`config.mk`:
```
export PLATFORM = sky130hd
export DESIGN_NAME = dat_xfer_sched
export DESIGN_NICKNAME = d
export VERILOG_FILES = /design/src/rtl/dat_xfer_sched.sv
export SDC_FILE = /design/constraint.sdc
export NUM_CORES = 1
export LEC_CHECK = 0
export ABC_CLOCK_PERIOD_IN_PS = 3200
export BUFFER_PORTS_ARGS = -buffer_cell sky130_fd_sc_hd__buf_2
export CAP_MARGIN = 20
export CORE_UTILIZATION = 39
export CTS_CLUSTER_DIAMETER = 80
export DETAILED_ROUTE_END_ITERATION = 16
export MAX_ROUTING_LAYER = met4
export PLACE_DENSITY = 0.7
export SLEW_MARGIN = 30
export SYNTH_ARGS = -nofsm -noshare
export SYNTH_HDL_FRONTEND = slang
export SYNTH_SLANG_ARGS = --single-unit
```
`constraint.sdc`:
```
create_clock -name CLK -period 3.2 [get_ports CLK]
set_input_delay 0 -clock CLK [delete_from_list [all_inputs] [get_ports CLK]]
set_output_delay 0 -clock CLK [all_outputs]
set_load 0.01 [all_outputs]
```
`src/rtl/dat_xfer_sched.sv`:
```
// dat_xfer_sched: SD host data-transfer block scheduler; define SD_DAT_XFER_TIMEOUT_EN to enable the XFER data timeout
module dat_xfer_sched #(
  parameter logic [23:0] TIMEOUT_CYCLES = 24'd65535
) (
  input  logic        CLK,
  input  logic        RESET,
  input  logic        start_transfer,
  input  logic [15:0] transfer_mode_register,
  input  logic [15:0] block_size_register,
  input  logic [15:0] block_count_register,
  input  logic [15:0] block_gap_control_register,
  input  logic        tx_buf_empty,
  input  logic        rx_buf_full,
  input  logic        dat_block_done,
  input  logic        dat_crc_error,
  output logic        dat_start,
  output logic        dat_direction,
  output logic [11:0] dat_block_size,
  output logic [15:0] blocks_remaining,
  output logic        xfer_active,
  output logic        transfer_complete,
  output logic        block_gap_event,
  output logic        data_crc_err,
  output logic        data_timeout_err
);
  typedef enum logic [2:0] {IDLE, WAIT_BUF, START, XFER, GAP, DONE} state_t;
  state_t state;
  logic infinite;
  logic stop_q;
  logic [15:0] next_rem;
  logic unused_bits;
  assign unused_bits = ^{transfer_mode_register[15:6], transfer_mode_register[3:2], transfer_mode_register[0],
                         block_size_register[15:12], block_gap_control_register[15:2]};
  assign next_rem = (infinite || blocks_remaining == 16'd0) ? blocks_remaining : blocks_remaining - 16'd1;
`ifdef SD_DAT_XFER_TIMEOUT_EN
  logic [23:0] tmo_cnt;
`else
  logic unused_tmo;
  assign unused_tmo = ^TIMEOUT_CYCLES;
  assign data_timeout_err = 1'b0;
`endif
  // stop_q lags the register one cycle so a change coinciding with dat_block_done applies to the next block
  always_ff @(posedge CLK) begin
    if (RESET) begin
      state <= IDLE;
      infinite <= 1'b0;
      stop_q <= 1'b0;
      dat_start <= 1'b0;
      dat_direction <= 1'b0;
      dat_block_size <= 12'd0;
      blocks_remaining <= 16'd0;
      xfer_active <= 1'b0;
      transfer_complete <= 1'b0;
      block_gap_event <= 1'b0;
      data_crc_err <= 1'b0;
`ifdef SD_DAT_XFER_TIMEOUT_EN
      data_timeout_err <= 1'b0;
      tmo_cnt <= 24'd0;
`endif
    end else begin
      dat_start <= 1'b0;
      transfer_complete <= 1'b0;
      block_gap_event <= 1'b0;
      stop_q <= block_gap_control_register[0];
      case (state)
        IDLE: if (start_transfer) begin
          dat_direction <= transfer_mode_register[4];
          dat_block_size <= block_size_register[11:0];
          infinite <= transfer_mode_register[5] && !transfer_mode_register[1];
          blocks_remaining <= !transfer_mode_register[5] ? 16'd1 :
                              transfer_mode_register[1] ? block_count_register : 16'hFFFF;
          data_crc_err <= 1'b0;
`ifdef SD_DAT_XFER_TIMEOUT_EN
          data_timeout_err <= 1'b0;
`endif
          if (transfer_mode_register[5] && transfer_mode_register[1] && block_count_register == 16'd0) begin
            state <= DONE;
            transfer_complete <= 1'b1;
          end else begin
            state <= WAIT_BUF;
            xfer_active <= 1'b1;
          end
        end
        WAIT_BUF: if (dat_direction ? !rx_buf_full : !tx_buf_empty) begin
          state <= START;
          dat_start <= 1'b1;
`ifdef SD_DAT_XFER_TIMEOUT_EN
          tmo_cnt <= 24'd0;
`endif
        end
        START: state <= XFER;
        XFER: if (dat_block_done) begin
          blocks_remaining <= next_rem;
          if (dat_crc_error || next_rem == 16'd0) begin
            data_crc_err <= data_crc_err | dat_crc_error;
            state <= DONE;
            transfer_complete <= 1'b1;
            xfer_active <= 1'b0;
          end else if (stop_q) begin
            state <= GAP;
            block_gap_event <= 1'b1;
          end else begin
            state <= WAIT_BUF;
          end
        end
`ifdef SD_DAT_XFER_TIMEOUT_EN
        else if (tmo_cnt == TIMEOUT_CYCLES - 24'd1) begin
          data_timeout_err <= 1'b1;
          state <= DONE;
          transfer_complete <= 1'b1;
          xfer_active <= 1'b0;
        end else begin
          tmo_cnt <= tmo_cnt + 24'd1;
        end
`endif
        GAP: if (block_gap_control_register[1]) state <= WAIT_BUF;
        DONE: state <= IDLE;
        default: state <= IDLE;
      endcase
    end
  end
endmodule

```
**Word-level counts from Yosys, hierarchy flattened**

Cells that the tools add are included.

- Flip-flop bits (word level): 39
- Output and inout port bits: 35
- Input bits: 71
- Logic and storage cells: 77

- Bitwise logic cells: 4
- Equal/unequal tests: 10
- $add $sub $neg: 1
- Multiplexer cells: 31
- Reductions and logical operators: 20

Operator list:

| kind | number |
|---|---|
| 16-bit two-way mux | 5 |
| 16-bit zero test | 3 |
| 16-bit case mux with 2 select lines | 1 |
| 3-bit two-way mux | 7 |
| 16-bit by 1-bit subtractor with 16-bit output, second input constant | 1 |
| 3-bit case mux with 5 select lines | 1 |
| 1-bit two-way mux | 14 |
| 2-bit != test, second input constant | 6 |
| 4-bit AND reduction | 2 |
| 3-bit by 2-bit == test with 1-bit output, second input constant | 2 |
| 1-bit case mux with 2 select lines | 3 |
| 5-bit AND reduction | 1 |
| 4-bit OR reduction | 1 |
| 3-bit by 1-bit == test with 1-bit output, second input constant | 1 |
| 3-bit == test, second input constant | 1 |
| 1-bit logical AND | 3 |
| 1-bit zero test | 3 |
| 3-bit zero test | 1 |
| 1-bit inverter | 3 |
| 3-bit AND reduction | 1 |
| 1-bit logical OR | 2 |
| 2-bit AND reduction | 1 |
| 2-bit nonzero test | 1 |
| 2-bit OR reduction | 1 |
| 1-bit bitwise OR | 1 |

**Depth between registers and ports, before layout**

- Word-level depth: 8
- Depth in mapped cells: 11
- Depth with buffers taken out: 9

**Worst setup path before layout**

OpenSTA, ideal clock, no wires.

- Path kind: register to register
- Start point: register blocks_remaining[0]
- End point: register xfer_active
- Arrival time: 2.571 ns
- Path buffers: 2
- Stages on the path, launching flop included: 11
- Path slack: 0.509 ns
- Cells stage by stage: dfxtp_1 -> inv_1 -> ha_1 -> buf_2 -> nor4b_2 -> and4_1 -> buf_4 -> nor2_1 -> o211ai_1 -> or4_4 -> a211o_1

- Cells in the longest elaborated chain, start to end: 7
- Elaborated cells on any way between the ends: 8
- Classes of those cells: 1 x add/sub; 1 x eq/ne; 1 x mux; 5 x reduce/logical

Ends and longest elaborated chain:

| what | line | source |
|---|---|---|
| start, declared | 19 | `output logic [15:0] blocks_remaining,` |
| start signal, assigned | 70 | `blocks_remaining <= !transfer_mode_register[5] ? 16'd1 :` |
| start signal, assigned | 93 | `blocks_remaining <= next_rem;` |
| branches (longest 2 deep; another with 16-bit by 1-bit subtractor with 16-bit output) | -- |  |
| 16-bit two-way mux (*) | 34 | `assign next_rem = (infinite \|\| blocks_remaining == 16'd0) ? blocks_remaining : blocks_remaining - 16'd1;` |
| 16-bit zero test (*) | 94 | `if (dat_crc_error \|\| next_rem == 16'd0) begin` |
| 1-bit logical OR (*) | 94 |  |
| 2-bit != test (no source line) (*) | -- |  |
| 5-bit AND reduction (no source line) (*) | -- |  |
| end signal, assigned | 52 | `xfer_active <= 1'b0;` |
| end signal, assigned | 81 | `xfer_active <= 1'b1;` |
| end signal, assigned | 98 | `xfer_active <= 1'b0;` |
| end, declared | 20 | `output logic xfer_active,` |

Every way passes the cells marked *.
A chain may end at the register's enable or synchronous reset.

**Worst setup path in the final report**

Ends and elaborated chain as after synthesis.

==> impl_metrics.toml <==
[synth]
yosysSeqAreaShare_pct = 33.4
yosys.area_share.simple_pct = 32.0
synth_edf_count = 0
synth.net_count = 390
synth_fa_ha_area_share_pct = 0.534
ys_ff_latch = 39
synth_top_family_by_area = "simple AND/OR/NAND/NOR gates"
netlist_top_cells_area = "dfxtp_1 33%, nand2_1 8.3%, a21oi_1 7.5%"
ys_warn_count = 0
synth_area_mm2 = 0.00234
synth_top_area_share_pct = 33.4
ys_async_sr_fraction_pct = 0
syn_inst = 318
synth_flop_cell = "dfxtp_1"
synth_mux_area_share_pct = 1.76
synth_area_leader_cell = "dfxtp_1"
synth.distinct_cells = 54
avgSynthCellArea_um2 = 7.36
synth_xor_area_share_pct = 1.12
synth_compound_area_share_pct = 25.4

[timing]
slew_viol_final = 0
timing.fmax_mhz = 341
final-hold-violation-count = 0
hold_ws_ps = 37.6
timing.slew.headroom_pct = 47.2
rsz0062_at_grt = "false"
finalCritPeriodShare_pct = 91.7
fin_crit_ps = 2930
finalSetupViolations = 0
finalClockSkew_ps = 10.1
finalSetupTns_ps = 0
worst_pin_slew_ps = 793

[cts]
cts_buffer_depth = 2
cts-root-buf = "clkbuf_8"
h-tree-depth = 2
cts_resized = 0
cts_sinks = 39
clk_pin_slew_worst_paths_ps = 80
cts_made_buffers = 5
clock_latency_ps = 300
cts_tree = "yes"

[layout]
final_nets = 466
fillers = 549
fin_util_pct = 52.5
design_area_mm2 = 0.00296
syn_to_final_growth_pct = 26.6
diodes = 0
drive_above_1_share_pct = 25.1

[route]
finalWirelength_um = 6880
drcViolationCount = 0
drt-pass1-iter-count = 7
drtAntennaViolNets = 0
routed_via_density = 5.57
wl_per_cell_um = 14.7
via_count = 2602
drt_iter0_markers = 200

[placed_design]
place_hpwl_um = 4690
gp_congestion = 0.971
postPlaceCellArea_mm2 = 0.00272
port_buffers = 73

[pwr]
p_sw_share_pct = 37.0
pwr-share-seq_pct = 40.1
power_frac_clock_pct = 25.7
p_per_area_mw_per_mm2 = 488
pwr-share-comb_pct = 34.2
power_leakage_nw = 1.23
p_int_uw = 911
total_power_mw = 1.44
p_sw_uw = 534
irDropWorstVdd_v = 0.000278

[critical_path]
r2r-start = "blocks_remaining[0]$_SDFFE_PP0P_"
arrival_ps = 3130
worstSetupEndpointType = "flop"
critPathRequiredTime_ps = 3390
critPathKind = "flop to flop"
cp-startpoint = "blocks_remaining[0]$_SDFFE_PP0P_"
cp_max_fo = 9
worstSetupStartpointType = "flop"

[global_route]
grt_max_degree = 42
antenna_found_initial = 0
overflow = 0
grt_first_pass_wirelength_um = 11200
first_global_vias = 2401
grtUsageTotal_pct = 23.0

[hold_path]
hold_class = "input port to flop"
hp-start = "block_gap_control_register[1]"

[run]
drv_cap = 0

[floorplan]
die_y_um = 79.5
std_cell_rows = 27
die_w_um = 79.5
io_pins = 106
coreArea_mm2 = 0.00564
design.die.area_mm2 = 0.00632
initial_core_util_pct = 41.5

[status]
outcome = "completed"
[path summary, 6_finish.rpt]
kind | end | slack, ps | cells after the start
setup / recovery | xfer_active$_SDFFE_PP0P_ | 270 | 9
hold / removal | state[0]$_SDFFE_PP0P_ | 40 | 3
hold reg to reg | dat_block_size[3]$_SDFFE_PP0P_ | 450 | 2
setup reg to reg | xfer_active$_SDFFE_PP0P_ | 270 | 9
[flip-flops by register name (all words and copies together) (netlist names)]
register / cells
blocks_remaining: 16
dat_block_size: 12
state: 3
block_gap_event: 1
dat_direction: 1
dat_start: 1
data_crc_err: 1
infinite: 1
stop_q: 1
transfer_complete: 1
xfer_active: 1
[cell families after synthesis]
kind of cell / after synthesis
AOI/OAI and AO/OA: 93
xor gates and xnor gates: 3
adders and majority gates: 1
buffers and inverters: 29
DFF: 39
muxes: 4
other: 1
and+or+nand+nor: 148
[per-layer routing]
layer  vias up  track usage [%]  routed length (µm)
met2       100             39.5                3350
met3        11             4.69                 473
met4         0             5.64                  93
met1      1196             27.2                2960
met5         -                -                   0
li1       1295                -                   -
[power by group through the flow]
| stage | sequential [mW] | combinational [mW] | clock [mW] |
|---|---|---|---|
| 6_report | 0.580 | 0.494 | 0.371 |
| 5_1_grt | 0.589 | 0.544 | 0.399 |
| 4_1_cts | 0.578 | 0.490 | 0.379 |
| 3_5_place_dp | 0.589 | 0.475 | 0 |
| 3_3_place_gp | 0.588 | 0.472 | 0 |
| 2_1_floorplan | 0.589 | 0.337 | 0 |
[stage by stage]
stage	setup slack, ps	cells
after floorplan	509	318
after global placement	341	445
after detailed placement	298	445
after CTS	267	467
after global routing	83.4	467
final	266	467
[critical path: stages (launching register included)]
cell	delay [ps]
dfxtp_1	350
inv_1	100
ha_1	340
nor4b_2	290
and4_1	340
nor3_2	80
a2111oi_4	330
o2111ai_1	170
or4_4	560
a211o_1	280
[layout make-up]
type                       instances  area [µm²]  share of cell area (%)
clock buffer                       6        82.6                    2.79
clock inverter                     2        16.3                   0.549
inverter                           6        22.5                   0.760
multi-input combinational        250        1430                    48.2
sequential                        39         781                    26.4
tap                               72        90.1                    3.04
timing repair buffer              92         543                    18.3
[cell usage in the layout (no fill, tap or decap), types with 2 or more instances in the layout]
| cell | instances |
|---|---|
| dlygate4sd3_1 | 14 |
| o32ai_1 | 4 |
| buf_4 | 5 |
| dfxtp_1 | 39 |
| nor3b_1 | 7 |
| nor2_1 | 37 |
| nand3_1 | 10 |
| nor3_2 | 2 |
| nor2b_1 | 3 |
| inv_1 | 6 |
| buf_2 | 73 |
| o22ai_1 | 3 |
| clkbuf_8 | 6 |
| a31oi_1 | 5 |
| nand2_1 | 52 |
| o21ai_0 | 23 |
| a21oi_1 | 35 |
| nor3_1 | 11 |
| a211oi_1 | 3 |
| o211ai_1 | 6 |
| nor4_1 | 6 |
| and3_1 | 2 |
| mux2i_1 | 3 |
| and2_1 | 2 |
| xnor2_1 | 3 |
| a22oi_1 | 3 |
| nand2b_1 | 3 |
[what timing repair did]
action	4_1_cts	5_1_grt
hold buffers	14	0
endpoints found under the hold margin	14	0
buffers inserted	0	0
endpoints found under the setup margin	0	0
[Yosys cell counts, types with 2 or more instances]
cell / n
o22ai_1: 3
nor4_1: 6
nand2_1: 52
nor3_1: 11
nor3b_1: 7
nand2b_1: 3
nor2_1: 37
o32ai_1: 4
and3_1: 2
nor3_2: 2
clkbuf_1: 17
dfxtp_1: 39
a21oi_1: 35
o21ai_0: 23
inv_1: 6
a22oi_1: 3
mux2i_1: 3
a211oi_1: 3
xnor2_1: 3
nand3_1: 10
and2_1: 2
a31oi_1: 5
o211ai_1: 6
nor2b_1: 3
buf_4: 4
Power figures use the tool's default switching activity.
